**src/rtl/dl_watchdog_report_unit.sv**
```systemverilog
// Deadlock watchdog: debounces per-process blocked flags, freezes the confirmed set and
// streams the stalled process indices out one per handshake, lowest index first.
module dl_watchdog_report_unit #(
  parameter int unsigned PROC_NUM     = 4,
  parameter int unsigned CNT_W        = 8,
  parameter int unsigned STALL_THRESH = 16,
  parameter int unsigned REARM        = 0,
  parameter int unsigned IDX_W        = (PROC_NUM > 1) ? $clog2(PROC_NUM) : 1
) (
  input  logic                i_clock,
  input  logic                i_reset,
  input  logic [PROC_NUM-1:0] i_dl_in_vec,
  input  logic                i_rpt_ready,
  output logic                o_rpt_valid,
  output logic [IDX_W-1:0]    o_rpt_idx,
  output logic                o_rpt_last,
  output logic                o_dl_detect_out,
  output logic                o_token_clear,
  output logic [PROC_NUM-1:0] o_confirmed_vec,
  output logic [7:0]          o_event_cnt
);

  typedef enum logic [1:0] {StIdle, StReport, StDone} state_e;

  localparam logic [CNT_W-1:0]    Thresh = CNT_W'(STALL_THRESH);
  localparam logic [PROC_NUM-1:0] OneP   = PROC_NUM'(1);

  state_e              r_state, w_state_d;
  logic [PROC_NUM-1:0] r_detect, w_detect_d;
  logic [PROC_NUM-1:0] r_done, w_done_d;
  logic [7:0]          r_event_cnt, w_event_cnt_d;
  logic [PROC_NUM-1:0] w_confirmed;
  logic [PROC_NUM-1:0] w_pend;
  logic [PROC_NUM-1:0] w_sel;
  logic [IDX_W-1:0]    w_idx;
  logic                w_last;
  logic                w_valid;
  logic                w_token;

  // Stall counters run in every state; any sampled low restarts the count.
  for (genvar g = 0; g < PROC_NUM; g++) begin : g_cnt
    logic [CNT_W-1:0] r_cnt;
    always_ff @(posedge i_clock or posedge i_reset) begin
      if (i_reset) begin
        r_cnt <= '0;
      end else if (!i_dl_in_vec[g]) begin
        r_cnt <= '0;
      end else if (r_cnt < Thresh) begin
        r_cnt <= r_cnt + 1'b1;
      end
    end
    assign w_confirmed[g] = (r_cnt == Thresh);
  end

  assign w_pend = r_detect & ~r_done;
  assign w_sel  = w_pend & (~w_pend + OneP);
  assign w_last = (w_pend != '0) && ((w_pend & (w_pend - OneP)) == '0);

  always_comb begin
    w_idx = '0;
    for (int i = PROC_NUM - 1; i >= 0; i--) begin
      if (w_pend[i]) begin
        w_idx = IDX_W'(i);
      end
    end
  end

  always_comb begin
    w_state_d     = r_state;
    w_detect_d    = r_detect;
    w_done_d      = r_done;
    w_event_cnt_d = r_event_cnt;
    w_valid       = 1'b0;
    w_token       = 1'b0;
    unique case (r_state)
      StIdle: begin
        if (|w_confirmed) begin
          w_detect_d = w_confirmed;
          w_done_d   = '0;
          w_state_d  = StReport;
        end
      end
      StReport: begin
        w_valid = 1'b1;
        if (i_rpt_ready) begin
          w_done_d = r_done | w_sel;
          if (w_last) begin
            w_state_d = StDone;
            w_token   = 1'b1;
            if (r_event_cnt != 8'hFF) begin
              w_event_cnt_d = r_event_cnt + 8'd1;
            end
          end
        end
      end
      StDone: begin
        if ((REARM != 0) && (i_dl_in_vec == '0)) begin
          w_detect_d = '0;
          w_done_d   = '0;
          w_state_d  = StIdle;
        end
      end
      default: w_state_d = StIdle;
    endcase
  end

  always_ff @(posedge i_clock or posedge i_reset) begin
    if (i_reset) begin
      r_state     <= StIdle;
      r_detect    <= '0;
      r_done      <= '0;
      r_event_cnt <= '0;
    end else begin
      r_state     <= w_state_d;
      r_detect    <= w_detect_d;
      r_done      <= w_done_d;
      r_event_cnt <= w_event_cnt_d;
    end
  end

  assign o_rpt_valid     = w_valid;
  assign o_rpt_idx       = w_idx;
  assign o_rpt_last      = w_valid && w_last;
  assign o_dl_detect_out = |r_detect;
  assign o_token_clear   = w_token;
  assign o_confirmed_vec = w_confirmed;
  assign o_event_cnt     = r_event_cnt;

endmodule

```
**config.mk**
```make
export PLATFORM = sky130hd
export DESIGN_NAME = dl_watchdog_report_unit
export DESIGN_NICKNAME = d
export VERILOG_FILES = /design/src/rtl/dl_watchdog_report_unit.sv
export SDC_FILE = /design/constraint.sdc
export NUM_CORES = 1
export LEC_CHECK = 0
export ABC_CLOCK_PERIOD_IN_PS = 2250
export CAP_MARGIN = 20
export CORE_UTILIZATION = 53
export CTS_CLUSTER_SIZE = 40
export DETAILED_ROUTE_END_ITERATION = 7
export GPL_TIMING_DRIVEN = 0
export HOLD_SLACK_MARGIN = 0.08
export PLACE_DENSITY = 0.74
export SLEW_MARGIN = 30
export SYNTH_ARGS = -nofsm -noshare
export SYNTH_HDL_FRONTEND = slang
export SYNTH_SLANG_ARGS = --single-unit
```
**constraint.sdc**
```tcl
create_clock -name i_clock -period 2.25 [get_ports i_clock]
set_input_delay 0.225 -clock i_clock [delete_from_list [all_inputs] [get_ports i_clock]]
set_output_delay 0.225 -clock i_clock [all_outputs]
set_load 0.1 [all_outputs]
```
Yosys cells after proc, flatten, opt, wreduce, memory -nomap -nowiden
Cells that the tools add are included.
{"block": "classes", "n_addsub": 7, "mul": 0, "div_mod_pow": 0, "order_cmp": 4, "n_eq_ne": 14, "n_shift": 0, "n_mux": 23, "bitwise": 7, "reduce_logical": 12}
{"cell": "8-bit 2-to-1 mux", "n": 8}
{"cell": "8-bit by 1-bit adder with 8-bit output, second input constant", "n": 5}
{"cell": "8-bit by 5-bit == test with 1-bit output, second input constant", "n": 4}
{"cell": "8-bit by 5-bit < comparator with 1-bit output, second input constant", "n": 4}
{"cell": "2-bit 2-to-1 mux", "n": 7}
{"cell": "4-bit bitwise AND", "n": 3}
{"cell": "4-bit 2-to-1 mux", "n": 2}
{"cell": "2-bit by 1-bit != test with 1-bit output, second input constant", "n": 4}
{"cell": "8-bit != test, second input constant", "n": 1}
{"cell": "4-bit inverter", "n": 2}
{"cell": "4-bit one-hot mux with 2 select lines", "n": 1}
{"cell": "4-bit AND reduction", "n": 2}
{"cell": "4-bit OR reduction", "n": 2}
{"cell": "2-bit != test, second input constant", "n": 3}
{"cell": "2-bit one-hot mux with 3 select lines", "n": 1}
{"cell": "4-bit by 1-bit adder with 4-bit output, second input constant", "n": 1}
{"cell": "4-bit zero test", "n": 1}
{"cell": "1-bit 2-to-1 mux", "n": 4}
{"cell": "4-bit bitwise OR", "n": 1}
{"cell": "4-bit nonzero test", "n": 1}
{"cell": "4-bit by 1-bit subtractor with 4-bit output, second input constant", "n": 1}
{"cell": "3-bit AND reduction", "n": 1}
{"cell": "2-bit by 1-bit == test with 1-bit output, second input constant", "n": 1}
{"cell": "2-bit == test, second input constant", "n": 1}
{"cell": "5 further kinds", "n": 6}
{"block": "word_totals", "ff_bits": 50, "latchBits": 0, "ram_bits": 0, "rom_bits": 0, "in_bits": 7, "word_cells": 75, "n_memories": 0}

Longest topological paths before layout
{"block": "depth", "word_depth": 9, "depth_mapped": 8, "ltp_nobuf": 7}

Worst setup path after synthesis
No wires, ideal clock.
{"block": "synth_path", "path_kind": "reg2reg", "startpoint": "register g_cnt[1].r_cnt[7]", "endpoint": "register r_detect[0]", "setup_time_ns": 0.125, "t_arrival_ns": 3.380, "setup_slack_ns": -1.255, "stages_incl_launch_ff": 7, "path_buffers": 1, "period_less_slack_ns": 3.505, "cell_sequence": "dfrtp_1 -> or3_4 -> nor4_2 -> or4_1 -> and2_4 -> buf_8 -> mux2_4"}
{"block": "synth_between", "elab_chain_len": 3}
{"item": "start: declaration", "line_no": "42", "rtl": "logic [CNT_W-1:0] r_cnt;"}
{"item": "start signal: assignment", "line_no": "49", "rtl": "r_cnt <= r_cnt + 1'b1;"}
{"item": "8-bit by 5-bit == test with 1-bit output", "line_no": "52", "rtl": "assign w_confirmed[g] = (r_cnt == Thresh);"}
{"item": "net o_confirmed_vec[1]", "line_no": "19", "rtl": "output logic [PROC_NUM-1:0] o_confirmed_vec,"}
{"item": "4-bit OR reduction", "line_no": "77", "rtl": "if (|w_confirmed) begin"}
{"item": "2-bit AND reduction (no source line)"}
{"item": "end signal: assignment", "line_no": "115", "rtl": "r_detect <= w_detect_d;"}
{"item": "end: declaration", "line_no": "29", "rtl": "logic [PROC_NUM-1:0] r_detect, w_detect_d;"}
The timed path passes the listed nets, and every way through them passes these cells.
A chain may end at the register's enable or synchronous reset.

Final worst setup path
{"block": "layout_path", "startpoint": "register r_detect[3]", "endpoint": "output port o_token_clear"}
{"block": "layout_between", "elab_chain_len": 8}
{"item": "4-bit bitwise AND (*)", "line_no": "55", "rtl": "assign w_pend = r_detect & ~r_done;"}
{"item": "4-bit by 1-bit subtractor with 4-bit output", "line_no": "57", "rtl": "assign w_last = (w_pend != '0) && ((w_pend & (w_pend - OneP)) == '0);"}
{"item": "4-bit bitwise AND", "line_no": "57"}
{"item": "4-bit zero test", "line_no": "57"}
{"item": "1-bit logical AND (*)", "line_no": "57"}
{"item": "1-bit 2-to-1 mux (*)", "line_no": "87", "rtl": "if (w_last) begin"}
{"item": "1-bit 2-to-1 mux (*)", "line_no": "85", "rtl": "if (i_rpt_ready) begin"}
{"item": "1-bit 2-to-1 mux (*)", "line_no": "75", "rtl": "unique case (r_state)"}
{"item": "end: declaration", "line_no": "18", "rtl": "output logic o_token_clear,"}
Every way passes the cells marked *; elsewhere a longest branch is shown, timed or not.

==> impl.org <==
** Global routing
- Entering global routing, the biggest net connects slightly above 50 pins.
- Antenna violations before repair :: 0
- Total GRT Usage :: a little under a fifth
- Total grt overflow :: 0
- The first global-routing pass estimated ~7200 microns of wire.
- The via count of the first global-routing pass is 1,578.

** Floorplanning
- Measured along the x axis, the die boundary spans around 70 microns.
- The die is 69.6 microns tall.
- During I/O placement, the number of pins put on the boundary was 25.
- The floorplan step defined a die boundary enclosing a little under 5000 sq um.
- The region available for standard cell placement spans about 4400 sq um.
- The floorplan has 24 rows.
- The initial utilization of the core area, before any placement, comes to a little under three fifths.

** Routing
- WL met3 :: approximately 95 microns
- First drt pass iteration count :: 4
- Using the TritonRoute via totals, the vias-per-cell ratio works out to 5.13.
- Per-cell routed wire length :: about 13 microns
- In this run the remaining antenna-violating nets after routing total 0.
- For this block, the initial DRC count from the detailed router was just under 80.
- DRC violation count after routing :: 0
- Wire segments on met2 add up to between 1500 and 2000 microns in the final route.
- For this block, wires on met1 add up to between 2000 and 2500 microns.
- Summed over all layers, the routed wires come to between 3000 and 4000 microns.
- The routed layout has 1,601 vias.
- The detailed router used layers up to and including met4.

** Pwr
- LEAKAGE :: approximately 0.0014 uW
- Power density over cell area :: roughly 570 nW/um^2
- VDD sags by at most ~430 uV.
- Power comes to approximately 1600 uW.

** Critical path
- Counting both buffers and inverters, the worst setup path holds a total of 2.
- The worst register-to-register path begins at g_cnt[2].r_cnt[0].
- Cell Chain, Critical Path :: nor2b_1 -> a21oi_1 -> a211oi_2 -> buf_6 -> nor2_4 -> buf_4
- Following the worst setup path forward leads to its endpoint at o_token_clear.
- The number of cells on the worst reg-to-reg path is 8.
- Register-to-register setup slack :: about 0.18 ns
- The critical path is of the register to primary output type.
- In this run the worst path has a maximum fanout of 10.
- Crit. Startpoint :: r_detect[3]
- At the worst endpoint, the required time is 2.03 ns.
- Worst flop-to-flop path endpoint :: r_detect[3]
- STA classifies the critical path endpoint as a primary output.
- In this run the number of cells on the critical path is 6.
- Critical-path cell with the highest stage delay :: dfrtp_1
- Critical path's top delay family :: buffers and inverters
- CP Launch Type :: register
- Critical path data arrival time :: 1.91 ns
- On the worst path, the slowest cell contributes a delay of around 0.40 ns.

** Placed design
- Summing all placed instances gives a cell area of between 2000 and 3000 sq um.
- Pre-CTS WS :: -0.451 ns
- After detailed placement, the design holds a cell count of 304.
- HPWL reported at the end of detailed placement :: 2730 microns
- At the end of routability-driven placement, the weighted congestion stood at about 0.76.
- In this run the tool buffered the top-level ports with 24 buffer cells.

** STA
- The final critical path takes up between 90% and 100% of the cycle.
- In this run the tightest slew margin relative to its limit is between 30% and 40%.
- The hold violation total from the final report is 0.
- Setup violation total in the final timing report :: 0
- The final count of pins violating max slew was 0.
- Final period demand of the worst path :: ~2.1 ns
- Tightest Pin Transition :: slightly below 1 ns
- Timing would allow up to between 400 and 500 MHz.
- Setup repair after global routing left no endpoint under its margin.
- The tightest hold path in the finished design has a slack of 0.344 ns.
- The clock arrives with approximately 0.0059 ns of skew.
- Final critical-path setup slack :: between 0.1 and 0.15 ns

** Clock tree
- Hold-fix buffers at CTS :: 0
- Cell at the root of the clock tree :: clkbuf_8
- Num CTS Buffers :: 5
- H-tree level count :: 2
- No sink is reached through more buffers than the 2 on the longest clock path.
- CTS sink count :: 50
- At the later pin of the worst-skew pair, clock insertion delay measures 0.29 ns.
- Worst-path clk slew :: around 0.09 ns
- TritonCTS built the clock tree.

** Cells and area
- Across the whole layout, storage elements account for ~1300 sq um.
- The layout has 360 filler cells.
- Multi-input gate area :: 1150 sq um
- The count of cells in the finished layout, fillers not included, comes to between 300 and 400.
- The repair_antennas step left the layout with diodes totalling 0.
- Final nets :: around 280
- Cells with a size suffix above 1 make up between 10 and 15% of the layout.
- Relative to the synthesized area, the layout overhead comes to 18.9%.
- Post-route cell area :: about 2900 sq um

** Synthesis
- Cell count after synthesis :: about 230
- Yosys mapped a number of flops with a built-in enable equal to 0.
- Sequential share of the synthesized area :: slightly above 50%
- Counting every net in the synthesized netlist gives ~240.
- By instance count, the leading cell after synthesis is dfrtp_1.
- The synthesized netlist contains 37 unique library cells.
- Primary FF master, synth :: dfrtp_1
- In this run, synthesis produced a sequential element count of 50.
- The mapped netlist covers ~2400 sq um.
- Avg Inst Size Synth :: 10.6 sq um
- Of all flip-flops after synthesis, the portion carrying an async set or reset was between 90% and 100%.
- The synthesized design spends more area on one cell type than any other, namely dfrtp_1.
- By area the synthesized netlist is led by dfrtp_1, and2_1, xnor2_1, ha_1, nor2_1.
- Synth warnings :: 0
- After synthesis, the largest area contributor takes up approximately half of total cell area.
- Counting instances in the post-synthesis netlist gives the leading cell types as dfrtp_1, and2_1, nor2_1.

** Flow run
- Max cap viols :: 0

** Run status
- The run finished with clean final reports.

** Hold path
- In this run the worst hold path is classified as primary input to asynchronous set/reset pin.
==> through the flow <==
| step | TNS (ns) | utilization, % |
|---|---|---|
| after floorplan | -2.21 | - |
| after global placement | -8.63 | 63.3 |
| after detailed placement | -1.55 | 63.3 |
| after CTS | 0 | 65.7 |
| after global routing | 0 | 65.6 |
| final | 0 | 65.6 |
==> where the power goes <==
group	switching (uW)	internal, uW
clock network	275	333
logic	49.3	39.6
registers	18.5	915
==> area by class of cell <==
class	instances	share of cell area [%]
sequential	50	43.5
buffer	3	1.04
timing repair buffer	24	7.65
clock buffer	7	2.65
clock inverter	1	1.04
inverter	14	1.91
multi-input combinational	161	40.0
tap	52	2.26
==> routing by layer <==
| layer | global-route usage [%] | up-vias |
|---|---|---|
| li1 | - | 821 |
| met4 | 5.44 | 0 |
| met5 | 0 | - |
| met3 | 4.36 | 5 |
| met2 | 27.8 | 14 |
| met1 | 27.2 | 761 |
==> cell usage in the layout (no fill, tap or decap), types with 7 or more instances in the layout <==
master / n
clkdlybuf4s50_1: 14
ha_1: 9
and2_1: 24
inv_1: 13
nand3_1: 7
nor2_1: 23
nand2_1: 15
a21oi_1: 8
xnor2_1: 13
dfrtp_1: 50
==> sequential cells by signal, summed over array words and instances (netlist names) <==
| signal | flops |
|---|---|
| g_cnt.r_cnt | 32 |
| o_event_cnt | 8 |
| r_detect | 4 |
| r_done | 4 |
| r_state | 2 |
==> worst min-delay path by stage <==
stage                   startpoint                 to  slack (ns)
finish                     i_reset  g_cnt[0].r_cnt[3]        0.34
global route               i_reset  g_cnt[0].r_cnt[1]        0.43
CTS                        i_reset  g_cnt[0].r_cnt[3]        0.38
detailed placement      r_state[1]         r_state[0]        0.46
global placement        r_state[1]         r_state[0]        0.45
floorplan           i_dl_in_vec[0]  g_cnt[0].r_cnt[4]        0.35
==> worst reg2reg max path, cell delays in order, from the launching register on <==
cell     delay (ns)
dfrtp_1        0.38
inv_1          0.08
ha_1           0.20
nand2_1        0.10
nor4_4         0.06
or4_1          0.56
and2_4         0.17
buf_8          0.13
mux2_4         0.28
==> what timing repair did <==
item | 4_1_cts | 5_1_grt
resized for setup | 30 | 9
setup buffers | 0 | 0
setup endpoints to repair | 10 | 6
==> cell families (layout without fill, tap and decap cells) <==
family          Yosys count  count (layout)  synth area share [%]
xor+xnor                 18              18                  6.51
simple gates            109             109                  26.3
compound gates           21              21                  5.53
mux                       4               4                  2.17
flops                    50              50                  51.7
buf+inv                  17              49                  3.15
fa+ha+maj                 9               9                  4.65
(Power assumes the default switching activity.)
==> RTL edit: new RTL, same settings <==
Encoding of `state_e`: now one-hot (3 bits for 3 states).
--- a/src/rtl/dl_watchdog_report_unit.sv
+++ b/src/rtl/dl_watchdog_report_unit.sv
@@ -20,7 +20,7 @@
   output logic [7:0]          o_event_cnt
 );
 
-  typedef enum logic [1:0] {StIdle, StReport, StDone} state_e;
+  typedef enum logic [2:0] {StIdle = 3'b001, StReport = 3'b010, StDone = 3'b100} state_e;
 
   localparam logic [CNT_W-1:0]    Thresh = CNT_W'(STALL_THRESH);
   localparam logic [PROC_NUM-1:0] OneP   = PROC_NUM'(1);
Formal check against the unedited RTL: no difference found for any inputs over 10 cycles, from zero or initial values and one cycle with i_reset high; not proved beyond that.
==> RTL edit against the unedited design <==
Utilization is 0.70 points lower; design area decreased by 0.39%; global-route usage up 0.18 points; sequential cell count is 1 higher; setup slack worse by 0.024 ns; area after synthesis is 2.4% higher; non-clock buffer count fell by 1; routed wire length up 1.9%; maximum frequency fell by 1.1%; clock skew is 0.0013 ns higher; hold slack better by 0.0017 ns; critical endpoint is now o_rpt_idx[1]; highest routed layer unchanged.
Power is not compared: it rests on default switching activity, and its combinational part moved more than twofold at a synthesized area within 25%.
==> RTL edit: results (changes against the unedited design) <==
status: "finished clean"
place_hpwl_um: 2860  # +4.7%
clkLatencyLatePin_ns: 0.31  # +0.02 ns
design_area_um2: 2870  # -0.39%
max_slew_margin: 0.353  # +0.00224
drive_above_1_share: 0.165  # +0.0224
skew_ns: 0.00720  # +0.00129 ns
routed_wl_um: 4060  # +1.9%
synth-adder-area-share: 0.0454  # -0.00108
dpl_worst_slack_ns: -0.375  # +0.0756 ns
slowest_delay_ns: 0.82  # +0.42 ns
cts_root_buf: "clkbuf_8"
syn_nets: 239  # -2.0%
grt_pass1_vias: 1562  # -1.0%
synth_cell_types: 42  # +14%
drt_iter0_drc: 109  # +38%
cp_slowest_cell: "clkdlybuf4s15_1"
synth_compound_area_frac: 0.0596  # +0.00427
instances_no_fill: 307  # -1.6%
postSynthAreaPerCell_um2: 11.1  # +4.7%
dr.pass1.iters: 4  # unchanged
dp_cells: 299  # -1.6%
grt_max_degree: 52  # +2.0%
nFillCells: 368  # +2.2%
yosysSeqAreaShare: 0.515  # -0.00140
path_max_fanout: 4  # -6
gp_congestion: 0.827  # +8.8%
grt.total_usage: 0.188  # +0.00182
yosys-top-cells-count: "50 x dfrtp_1, 24 x and2_1, 16 x nand2_1"
synthMuxAreaShare: 0.0369  # +0.0151
worstPathArrival_ns: 1.94  # +0.03 ns
synth_xor_area_frac: 0.0601  # -0.00505
via_per_inst: 5.44  # +6.1%
dpl_cell_area_um2: 2790  # +0.63%
[RTL edit: changes by cell type in the layout (fill, tap and decap cells not counted), moves of 5 or more]
cell | before | now
a21oi_1 | 8 | 1
mux2i_1 | 0 | 5
nand4_1 | 5 | 11
nor2_1 | 23 | 11
[RTL edit: through the flow]
step            util  TNS (ns)  power, mW  hold slack, ns
6_report       0.649         0       1.83           0.346
2_1_floorplan      -         0       1.27           0.354
3_5_place_dp   0.633     -1.01       1.35           0.482
3_3_place_gp   0.632     -8.56       1.34           0.465
4_1_cts        0.651         0       1.85           0.361
5_1_grt        0.649         0       1.93           0.397
[RTL edit: layout make-up]
type	instances	area, um2	share of cell area
plain buffers	2	16.3	0.00567
flip-flops and latches	51	1280	0.446
clock buffers	7	76.3	0.0266
repair buffers	24	231	0.0808
well taps	52	65.1	0.0227
inverters	14	55.1	0.0192
clock inverters	1	5.00	0.00175
multi-input cells	156	1140	0.398
[RTL edit: layer usage]
| metal | routed length, um | up-vias | track usage | share of wire |
|---|---|---|---|---|
| li1 | - | 824 | - | - |
| met1 | 2040 | 817 | 0.270 | 0.50 |
| met2 | 1820 | 23 | 0.271 | 0.45 |
| met3 | 132 | 7 | 0.0519 | 0.033 |
| met4 | 69 | 0 | 0.0733 | 0.017 |
| met5 | 0 | - | 0 | 0 |
[RTL edit: final timing paths]
kind	start	cells after the start	end	slack [ns]
setup / recovery	r_detect[0]	4	o_rpt_idx[1]	0.09
hold / removal	i_reset	2	g_cnt[3].r_cnt[1]	0.35
setup reg to reg	g_cnt[1].r_cnt[7]	5	r_done[2]	0.57
hold reg to reg	r_done[3]	1	r_done[3]	0.50
max in group asynchronous	i_reset	2	g_cnt[0].r_cnt[0]	1.51
min in group i_clock	r_done[3]	1	r_done[3]	0.50
